$ cat src/rtl/branch_predict_resolver.sv
// branch_predict_resolver
// Decode-stage branch resolution with a 2-bit bimodal predictor.
// Resolves BEQ/BNE/BLT/BGE/BLTU/BGEU, JAL and JALR in ID using forwarded
// operands, raises a load-use stall, and issues a same-cycle fetch redirect
// on jumps and on conditional-branch mispredictions. The cycle after a
// redirect the ID instruction is squashed (it is a wrong-path fetch).
// Optional build macro: BRANCH_STATS_EN adds br_count / mispred_count.

module branch_predict_resolver #(
    parameter int XLEN        = 32,
    parameter int BHT_ENTRIES = 64
) (
    input  logic            clk,
    input  logic            rst_n,
    input  logic [XLEN-1:0] if_pc,
    output logic            pred_taken,
    input  logic            id_valid,
    input  logic [XLEN-1:0] id_pc,
    input  logic [31:0]     id_instr,
    input  logic            id_pred_taken,
    input  logic [XLEN-1:0] rf_rs1,
    input  logic [XLEN-1:0] rf_rs2,
    input  logic [4:0]      ex_rd,
    input  logic            ex_wr,
    input  logic            ex_is_load,
    input  logic [XLEN-1:0] ex_result,
    input  logic [4:0]      mem_rd,
    input  logic            mem_wr,
    input  logic [XLEN-1:0] mem_result,
    output logic            stall,
    output logic            redirect,
    output logic [XLEN-1:0] redirect_pc
`ifdef BRANCH_STATS_EN
    ,
    output logic [31:0]     br_count,
    output logic [31:0]     mispred_count
`endif
);

    localparam int IDX_W = (BHT_ENTRIES > 1) ? $clog2(BHT_ENTRIES) : 1;

    localparam logic [6:0] OP_BRANCH = 7'b1100011;
    localparam logic [6:0] OP_JAL    = 7'b1101111;
    localparam logic [6:0] OP_JALR   = 7'b1100111;

    localparam logic [XLEN-1:0] PC_STEP = XLEN'(4);

    // ------------------------------------------------------------------
    // Instruction fields and immediates
    // ------------------------------------------------------------------
    logic [6:0]      opcode;
    logic [2:0]      funct3;
    logic [4:0]      rs1;
    logic [4:0]      rs2;
    logic [XLEN-1:0] imm_b;
    logic [XLEN-1:0] imm_j;
    logic [XLEN-1:0] imm_i;

    assign opcode = id_instr[6:0];
    assign funct3 = id_instr[14:12];
    assign rs1    = id_instr[19:15];
    assign rs2    = id_instr[24:20];

    assign imm_b = {{(XLEN-12){id_instr[31]}}, id_instr[7], id_instr[30:25],
                    id_instr[11:8], 1'b0};
    assign imm_j = {{(XLEN-20){id_instr[31]}}, id_instr[19:12], id_instr[20],
                    id_instr[30:21], 1'b0};
    assign imm_i = {{(XLEN-12){id_instr[31]}}, id_instr[31:20]};

    logic            is_cond;
    logic            is_jal;
    logic            is_jalr;
    logic [XLEN-1:0] imm;

    // Classify the decode instruction and pick its immediate
    always_comb begin
        is_cond = 1'b0;
        is_jal  = 1'b0;
        is_jalr = 1'b0;
        imm     = '0;
        case (opcode)
            OP_BRANCH: begin
                imm = imm_b;
                case (funct3)
                    3'b000, 3'b001, 3'b100,
                    3'b101, 3'b110, 3'b111: is_cond = 1'b1;
                    default:                is_cond = 1'b0;
                endcase
            end
            OP_JAL: begin
                is_jal = 1'b1;
                imm    = imm_j;
            end
            OP_JALR: begin
                is_jalr = 1'b1;
                imm     = imm_i;
            end
            default: begin
                is_cond = 1'b0;
            end
        endcase
    end

    // ------------------------------------------------------------------
    // Operand forwarding: EX beats MEM beats register file, x0 never
    // forwarded
    // ------------------------------------------------------------------
    logic [XLEN-1:0] op1;
    logic [XLEN-1:0] op2;

    // Forward rs1 from the youngest in-flight producer
    always_comb begin
        op1 = rf_rs1;
        if (ex_wr && (ex_rd == rs1) && (rs1 != 5'd0)) begin
            op1 = ex_result;
        end else if (mem_wr && (mem_rd == rs1) && (rs1 != 5'd0)) begin
            op1 = mem_result;
        end
    end

    // Forward rs2 from the youngest in-flight producer
    always_comb begin
        op2 = rf_rs2;
        if (ex_wr && (ex_rd == rs2) && (rs2 != 5'd0)) begin
            op2 = ex_result;
        end else if (mem_wr && (mem_rd == rs2) && (rs2 != 5'd0)) begin
            op2 = mem_result;
        end
    end

    // ------------------------------------------------------------------
    // Branch condition
    // ------------------------------------------------------------------
    logic op_eq;
    logic op_lt_s;
    logic op_lt_u;
    logic br_taken;

    assign op_eq   = (op1 == op2);
    assign op_lt_s = ($signed(op1) < $signed(op2));
    assign op_lt_u = (op1 < op2);

    // Evaluate the conditional-branch outcome from funct3
    always_comb begin
        br_taken = 1'b0;
        case (funct3)
            3'b000:  br_taken = op_eq;
            3'b001:  br_taken = !op_eq;
            3'b100:  br_taken = op_lt_s;
            3'b101:  br_taken = !op_lt_s;
            3'b110:  br_taken = op_lt_u;
            3'b111:  br_taken = !op_lt_u;
            default: br_taken = 1'b0;
        endcase
    end

    // ------------------------------------------------------------------
    // Hazard, resolution and redirect
    // ------------------------------------------------------------------
    logic            squash_q;
    logic            dec_valid;
    logic            load_hit;
    logic            resolve;
    logic            cond_resolved;
    logic            cond_mispred;
    logic [XLEN-1:0] br_target;
    logic [XLEN-1:0] jalr_sum;
    logic [XLEN-1:0] jalr_target;
    logic [XLEN-1:0] fall_through;

    // A squashed slot holds a wrong-path fetch and must have no effect.
    assign dec_valid = id_valid && !squash_q;

    // JAL needs no register operand, so only branches and JALR can stall.
    assign load_hit = ex_is_load && ex_wr && (ex_rd != 5'd0) &&
                      ((ex_rd == rs1) || (is_cond && (ex_rd == rs2)));
    assign stall    = dec_valid && (is_cond || is_jalr) && load_hit;

    assign resolve       = dec_valid && !stall;
    assign cond_resolved = resolve && is_cond;
    assign cond_mispred  = cond_resolved && (br_taken != id_pred_taken);
    assign redirect      = (resolve && (is_jal || is_jalr)) || cond_mispred;

    assign br_target    = id_pc + imm;
    assign jalr_sum     = op1 + imm;
    assign jalr_target  = {jalr_sum[XLEN-1:1], 1'b0};
    assign fall_through = id_pc + PC_STEP;

    // Select the corrected fetch address; zero whenever no redirect
    always_comb begin
        redirect_pc = '0;
        if (redirect) begin
            if (is_jalr) begin
                redirect_pc = jalr_target;
            end else if (is_jal || br_taken) begin
                redirect_pc = br_target;
            end else begin
                redirect_pc = fall_through;
            end
        end
    end

    // Mark the instruction following a redirect as wrong-path
    always_ff @(posedge clk or negedge rst_n) begin
        if (!rst_n) begin
            squash_q <= 1'b0;
        end else begin
            squash_q <= redirect;
        end
    end

    // ------------------------------------------------------------------
    // Branch history table
    // ------------------------------------------------------------------
    logic [1:0]       bht [BHT_ENTRIES];
    logic [IDX_W-1:0] rd_idx;
    logic [IDX_W-1:0] upd_idx;

    assign rd_idx  = if_pc[IDX_W+1:2];
    assign upd_idx = id_pc[IDX_W+1:2];

    // The read is straight from the array, so a same-index update in this
    // cycle is only seen by lookups from the next cycle on.
    assign pred_taken = bht[rd_idx][1];

    // Train the saturating counters on every resolved conditional branch
    always_ff @(posedge clk or negedge rst_n) begin
        if (!rst_n) begin
            for (int i = 0; i < BHT_ENTRIES; i++) begin
                bht[i] <= 2'b01;
            end
        end else if (cond_resolved) begin
            if (br_taken) begin
                if (bht[upd_idx] != 2'b11) begin
                    bht[upd_idx] <= bht[upd_idx] + 2'b01;
                end
            end else begin
                if (bht[upd_idx] != 2'b00) begin
                    bht[upd_idx] <= bht[upd_idx] - 2'b01;
                end
            end
        end
    end

`ifdef BRANCH_STATS_EN
    // Count resolved conditional branches and their mispredictions
    always_ff @(posedge clk or negedge rst_n) begin
        if (!rst_n) begin
            br_count      <= 32'd0;
            mispred_count <= 32'd0;
        end else begin
            if (cond_resolved) begin
                br_count <= br_count + 32'd1;
            end
            if (cond_mispred) begin
                mispred_count <= mispred_count + 32'd1;
            end
        end
    end
`endif

    // Fetch PC bits outside the index field and the dropped JALR bit 0
    // carry no information for this block.
    logic unused_bits;
    assign unused_bits = ^{if_pc[XLEN-1:IDX_W+2], if_pc[1:0], jalr_sum[0]};

endmodule

$ cat config.mk
export PLATFORM = sky130hd
export DESIGN_NAME = branch_predict_resolver
export DESIGN_NICKNAME = d
export VERILOG_FILES = /design/src/rtl/branch_predict_resolver.sv
export SDC_FILE = /design/constraint.sdc
export NUM_CORES = 1
export LEC_CHECK = 0
export BUFFER_PORTS_ARGS = -buffer_cell sky130_fd_sc_hd__buf_2
export CORE_ASPECT_RATIO = 1.25
export CORE_MARGIN = 5
export CORE_UTILIZATION = 30
export DETAILED_ROUTE_END_ITERATION = 10
export PLACE_DENSITY = 0.56
export SETUP_SLACK_MARGIN = 0.5
export SLEW_MARGIN = 10
export SYNTH_ARGS = -nofsm -noshare
export SYNTH_HDL_FRONTEND = slang
export SYNTH_SLANG_ARGS = --single-unit
export TNS_END_PERCENT = 5
$ cat constraint.sdc
create_clock -name clk -period 12.5 [get_ports clk]
set_input_delay 0 -clock clk [delete_from_list [all_inputs] [get_ports clk]]
set_output_delay 0 -clock clk [all_outputs]
set_load 0.02 [all_outputs]
# Word-level counts from Yosys, hierarchy flattened
# Cells that the tools add are included.
[totals]
input_bits = 241
ff_bits = 129
elab_cells = 157
out_inout_bits = 35
[classes]
reduce_logical = 38
bitwise = 2
eq_ne = 16
mux = 26
addsub = 5
magnitude_cmp = 5
[ops]
columns = ["cell", "n"]
rows = [
  ["$mux 128", 3],
  ["$bwmux 128", 2],
  ["$mux 32", 7],
  ["$pmux 32 s3", 1],
  ["$add 32x32->32", 2],
  ["$lt 32x32->1", 2],
  ["$add 32x3->32 const B", 1],
  ["$eq 32x32->1", 1],
  ["$bmux 2 s6", 2],
  ["$eq 7x7->1 const B", 3],
  ["$eq 5x5->1", 4],
  ["$logic_and 1x1->1", 20],
  ["$reduce_bool 5->1", 3],
  ["$ge 7x7->1 const B", 2],
  ["$not 6->7", 2],
  ["$demux 2 s6", 1],
  ["$eq 3x3->1 const B", 4],
  ["$mux 2", 5],
  ["$lt 7x1->1 const B", 1],
  ["$pmux 1 s6", 1],
  ["$reduce_or 6->1", 1],
  ["$logic_not 1->1", 5],
  ["$logic_or 1x1->1", 5],
  ["$mux 1", 4],
  ["other kinds (9)", 10],
]

# Longest topological paths before layout
[depth]
depth_word = 14
depth_mapped = 21
ltp_nobuf = 18

# Least setup slack after synthesis
# No wires, ideal clock.
[synth_path]
path_kind = "input to output"
start = "input port mem_rd[3]"
end = "output port redirect_pc[1]"
cell_stages = 19
slack_ns = 7.647
path_buffers = 3
t_required_ns = 12.500
arrival_time_ns = 4.853
path_cell_list = "xnor2_1 -> nand4_1 -> nor4_1 -> clkbuf_1 -> mux2i_1 -> nor2_1 -> a21oi_1 -> ha_1 -> a21o_1 -> a221o_1 -> a221oi_1 -> nor2_1 -> or4_1 -> a31oi_2 -> nor2b_1 -> clkbuf_1 -> buf_2 -> nand2_1 -> a311oi_1"
[synth_between]
elab_chain_cells = 12
elab_cells_between_ends = 25
classes_between = "add/sub: 1; order compare: 2; eq/ne: 4; mux: 8; reduce/logical: 10"
[synth_rtl]
columns = ["item", "line_no", "text"]
rows = [
  ["start, declared", "27", "input logic [4:0] mem_rd,"],
  ["$eq 5x5->1, on equally long branches", "116, 126", ""],
  ["$logic_and 1x1->1, on equally long branches (2 in series)", "116, 126", ""],
  ["$mux 32, on equally long branches", "116, 126", ""],
  ["$mux 32, on equally long branches", "114, 124", ""],
  ["$lt 32x32->1, or another cell as far along", "141", "assign op_lt_u = (op1 < op2);"],
  ["$logic_not 1->1, on equally long branches", "152, 148, 150", ""],
  ["$pmux 1 s6", "146", "case (funct3)"],
  ["$logic_or 1x1->1 or $ne 1x1->1 (tied branches)", "195, 181", ""],
  ["$mux 32 or $logic_and 1x1->1 (tied branches)", "195, 181", ""],
  ["$mux 32 or $logic_or 1x1->1 (tied branches)", "193, 182", ""],
  ["$mux 32 (*)", "192", "if (redirect) begin"],
  ["end, declared", "32", "output logic [XLEN-1:0] redirect_pc"],
]
# Every way passes the cells marked *; elsewhere a longest branch is shown, timed or not.

# Final worst setup path
[layout_path]
start = "input port id_instr[15]"
end = "register bht[31] (netlist name)"
[layout_between]
elab_chain_cells = 10
elab_cells_between_ends = 26
classes_between = "order compare: 2; eq/ne: 4; mux: 4; reduce/logical: 16"
[layout_rtl]
columns = ["item", "line_no", "text"]
rows = [
  ["start, declared", "19", "input logic [31:0] id_instr,"],
  ["$eq 5x5->1", "116", "end else if (mem_wr && (mem_rd == rs1) && (rs1 != 5'd0)) begin"],
  ["$logic_and 1x1->1 (2 in series)", "116", ""],
  ["$mux 32", "116", ""],
  ["$mux 32", "114", "if (ex_wr && (ex_rd == rs1) && (rs1 != 5'd0)) begin"],
  ["$lt 32x32->1, or another cell as far along", "141", ""],
  ["$logic_not 1->1, on equally long branches", "152, 148, 150", ""],
  ["$pmux 1 s6", "146", ""],
  ["$ne 2x1->1 (no line) or $reduce_bool 2->1 (tied branches)", "--", ""],
  ["$reduce_and 3->1 (no line)", "--", ""],
  ["end signal, assigned by index", "235", "bht[upd_idx] <= bht[upd_idx] + 2'b01;"],
  ["end signal, assigned by index", "239", "bht[upd_idx] <= bht[upd_idx] - 2'b01;"],
  ["end, declared", "215", "logic [1:0] bht [BHT_ENTRIES];"],
]
# Several ways; a longest one is shown, not always the timed one.
# A chain may end at the register's enable or synchronous reset.

==> impl_metrics.py <==
metrics = {
    "status": {
        "run_status": "completed",
    },
    "grt": {
        "antenna_found_initial": 7,
        "grt_pass1_vias": 13500,
        "overflow": 0,
        "track_usage_pct": 19.1,
        "grt_max_degree": 65,
        "grt_pass1_wl_um": 77800,
    },
    "layout": {
        "layout.nets": 2105,
        "area_growth_pct": 17.1,
        "fillers": 4746,
        "final_cells": 2366,
        "drive_above_1_share_pct": 32.5,
    },
    "timing": {
        "tightest_slew_ps": 1100,
        "slew_headroom_pct": 26.7,
        "final_hold_viol_count": 0,
        "period_minus_slack_ps": 6110,
        "finalCritPeriodShare_pct": 48.9,
        "drv_slew": 0,
        "tns_ps": 0,
        "finalWorstSetupSlack_ps": 6390,
        "final.setup_skew_ps": 9.22,
        "holdWs_ps": 114,
        "setup_viol": 0,
        "grt_setup_unrepaired": "no",
        "max_freq_mhz": 164,
    },
    "clocking": {
        "cts_made_buffers": 17,
        "cts_tree": "yes",
        "clk_latency_ps": 430,
        "ctsResizeCount": 0,
        "clk_pin_slew_ps": 60,
        "cts.path.max_buffers": 2,
        "hold_buffers": 1,
        "htreeDepth": 4,
        "clock-sinks": 129,
        "cts_setup_buffers": 0,
        "cts_root_buf": "clkbuf_16",
    },
    "critical_path": {
        "max_stage_delay_ps": 690,
        "cp-start-kind": "primary input",
        "cp_slowest_cell": "buf_4",
        "crit_path_cell_trace": "buf_2 -> or4_1 -> o211ai_1 -> nor2_4 -> buf_4 -> mux2i_1 -> o21ai_0 -> ha_1 -> a21o_1 -> a221o_1 -> a221oi_1 -> nor2_1 -> or4_1 -> a31oi_2 -> mux2i_1 -> and3_4 -> buf_4 -> nand3_1 -> mux2_2",
        "crit_path_max_fanout": 43,
        "critPathRequiredTime_ps": 12810,
        "setup.worst_path.end_class": "flop",
        "arrival_ps": 6420,
        "critical_path_class": "primary input to flop",
        "r2r_setup_slack_ps": 8240,
    },
    "floorplanning": {
        "dieWidth_um": 203,
        "rows": 88,
        "coreArea_um2": 46100,
        "start_util_pct": 30.3,
        "fp.dieH_um": 251,
        "dieArea_um2": 51100,
        "num_io_pins": 276,
    },
    "route": {
        "firstDrtPassIters": 5,
        "drcViolationCount": 0,
        "vias": 13500,
        "drtAntennaViolNets": 0,
        "viasPerCell": 5.69,
        "wl_per_cell_um": 21.6,
        "first_iter_violations": 740,
        "routed_wl_um": 51200,
    },
    "synthesis": {
        "synth_edf_count": 0,
        "synth-main-ff-cell": "dfrtp_1",
        "seq_area_frac_synth_pct": 23.7,
        "ys_types": 81,
        "yosys.area.top_type_share_pct": 12.0,
        "yosys.area.top_type": "dfstp_2",
        "yosys_warnings": 0,
        "synth_commonest_cells": "nand2_1 (139), a21oi_1 (111), mux2_2 (107), nor2_1 (105), ha_1 (96)",
        "yosysMostFrequentCell": "nand2_1",
        "syn_nets": 1905,
        "synth_cells": 1566,
        "ys_ff_latch": 129,
        "synthArstFlopShare_pct": 100,
        "synth.avg_cell_area_um2": 8.93,
        "synth_top_cells_by_area": "dfstp_2 (12%), dfrtp_1 (12%), mux2_2 (8.6%)",
        "syn_area_um2": 14000,
    },
    "placed_design": {
        "dp.final_hpwl_um": 39200,
        "place.gp.congestion": 0.892,
        "pre_cts_ws_ps": 5950,
        "portBuffers": 249,
        "dp_cells": 2331,
    },
    "power": {
        "leakagePower_uw": 0.00711,
        "power_density_nw_per_um2": 76.4,
        "power_uw": 1250,
        "ir_drop_mv": 0.0828,
    },
    "hold_path": {
        "hp-class": "primary input to async pin",
    },
    "run": {
        "maxCapViolCount": 0,
    },
}
final timing paths:
path	startpoint	end	cells after the start
setup / recovery	id_instr[15]	bht[31]	19
hold / removal	rst_n	bht[111]	2
setup reg to reg	bht[101]	bht[31]	12
hold reg to reg	bht[75]	bht[75]	1
max in group asynchronous	rst_n	async pin	4
min in group clk	id_pc[7]	bht[125]	4
through the flow:
step	cell area, µm²	utilization (%)
floorplan	14000	-
global placement	15800	34.2
detailed placement	15800	34.2
CTS	16400	35.5
global route	16400	35.5
finish	16400	35.5
worst max-delay path, delay by kind of cell:
| kind | cells | cell delay [ps] |
|---|---|---|
| buffers and inverters | 3 | 1130 |
| AO/OA/AOI/OAI | 6 | 2270 |
| multiplexers | 3 | 770 |
| adder cells (fa/ha/maj) | 1 | 340 |
| AND/OR/NAND/NOR | 6 | 1850 |
final cells by class:
cell class                      instances  area (µm²)  area share [%]
Antenna cell                            4        10.0          0.0611
Clock buffer                           24         482            2.94
Clock inverter                          6         105           0.642
Inverter                               29         109           0.665
Multi-Input combinational cell       1320       10200            62.5
Sequential cell                       129        3310            20.2
Tap cell                              585         732            4.47
Timing Repair Buffer                  269        1400            8.56
power by group:
| group | switching, µW | total [µW] | internal, µW |
|---|---|---|---|
| sequential | 0.558 | 421 | 420 |
| combinational | 214 | 329 | 116 |
| clock | 174 | 500 | 326 |
| total | 388 | 1250 | 862 |
cells by family after synthesis:
group / count (synthesis) / share of synthesized area [%]
adder cells (fa/ha/maj): 98 / 8.88
XOR/XNOR: 96 / 6.01
multiplexers: 219 / 18.7
flip-flops: 129 / 23.7
AO/OA/AOI/OAI: 432 / 20.3
AND/OR/NAND/NOR: 475 / 18.6
buffers and inverters: 117 / 3.92
placed cells by master (no fill, tap or decap), types with 21 or more instances in the layout:
| master | instances |
|---|---|
| nand3_1 | 38 |
| mux2i_1 | 68 |
| nand4_1 | 21 |
| xor2_1 | 35 |
| a211oi_1 | 33 |
| o211ai_1 | 23 |
| mux2_2 | 107 |
| ha_1 | 96 |
| nand3_2 | 60 |
| a21o_1 | 32 |
| dfrtp_1 | 65 |
| dfstp_2 | 64 |
| o22ai_1 | 32 |
| nor2_1 | 102 |
| buf_2 | 248 |
| a22oi_1 | 36 |
| o21ai_0 | 72 |
| a21oi_1 | 111 |
| xnor2_1 | 60 |
| mux2_1 | 23 |
| nand2_1 | 139 |
| inv_1 | 28 |
| mux4_2 | 21 |
per-layer routing:
metal | vias up | GRT usage [%] | part of all wire [%]
met4 | 2 | 5.19 | 2.6
met3 | 82 | 2.34 | 5.4
met2 | 436 | 35.1 | 51
li1 | 6336 | - | -
met1 | 6608 | 23.5 | 41
met5 | - | 0 | 0.021
Power figures use the tool's default switching activity.
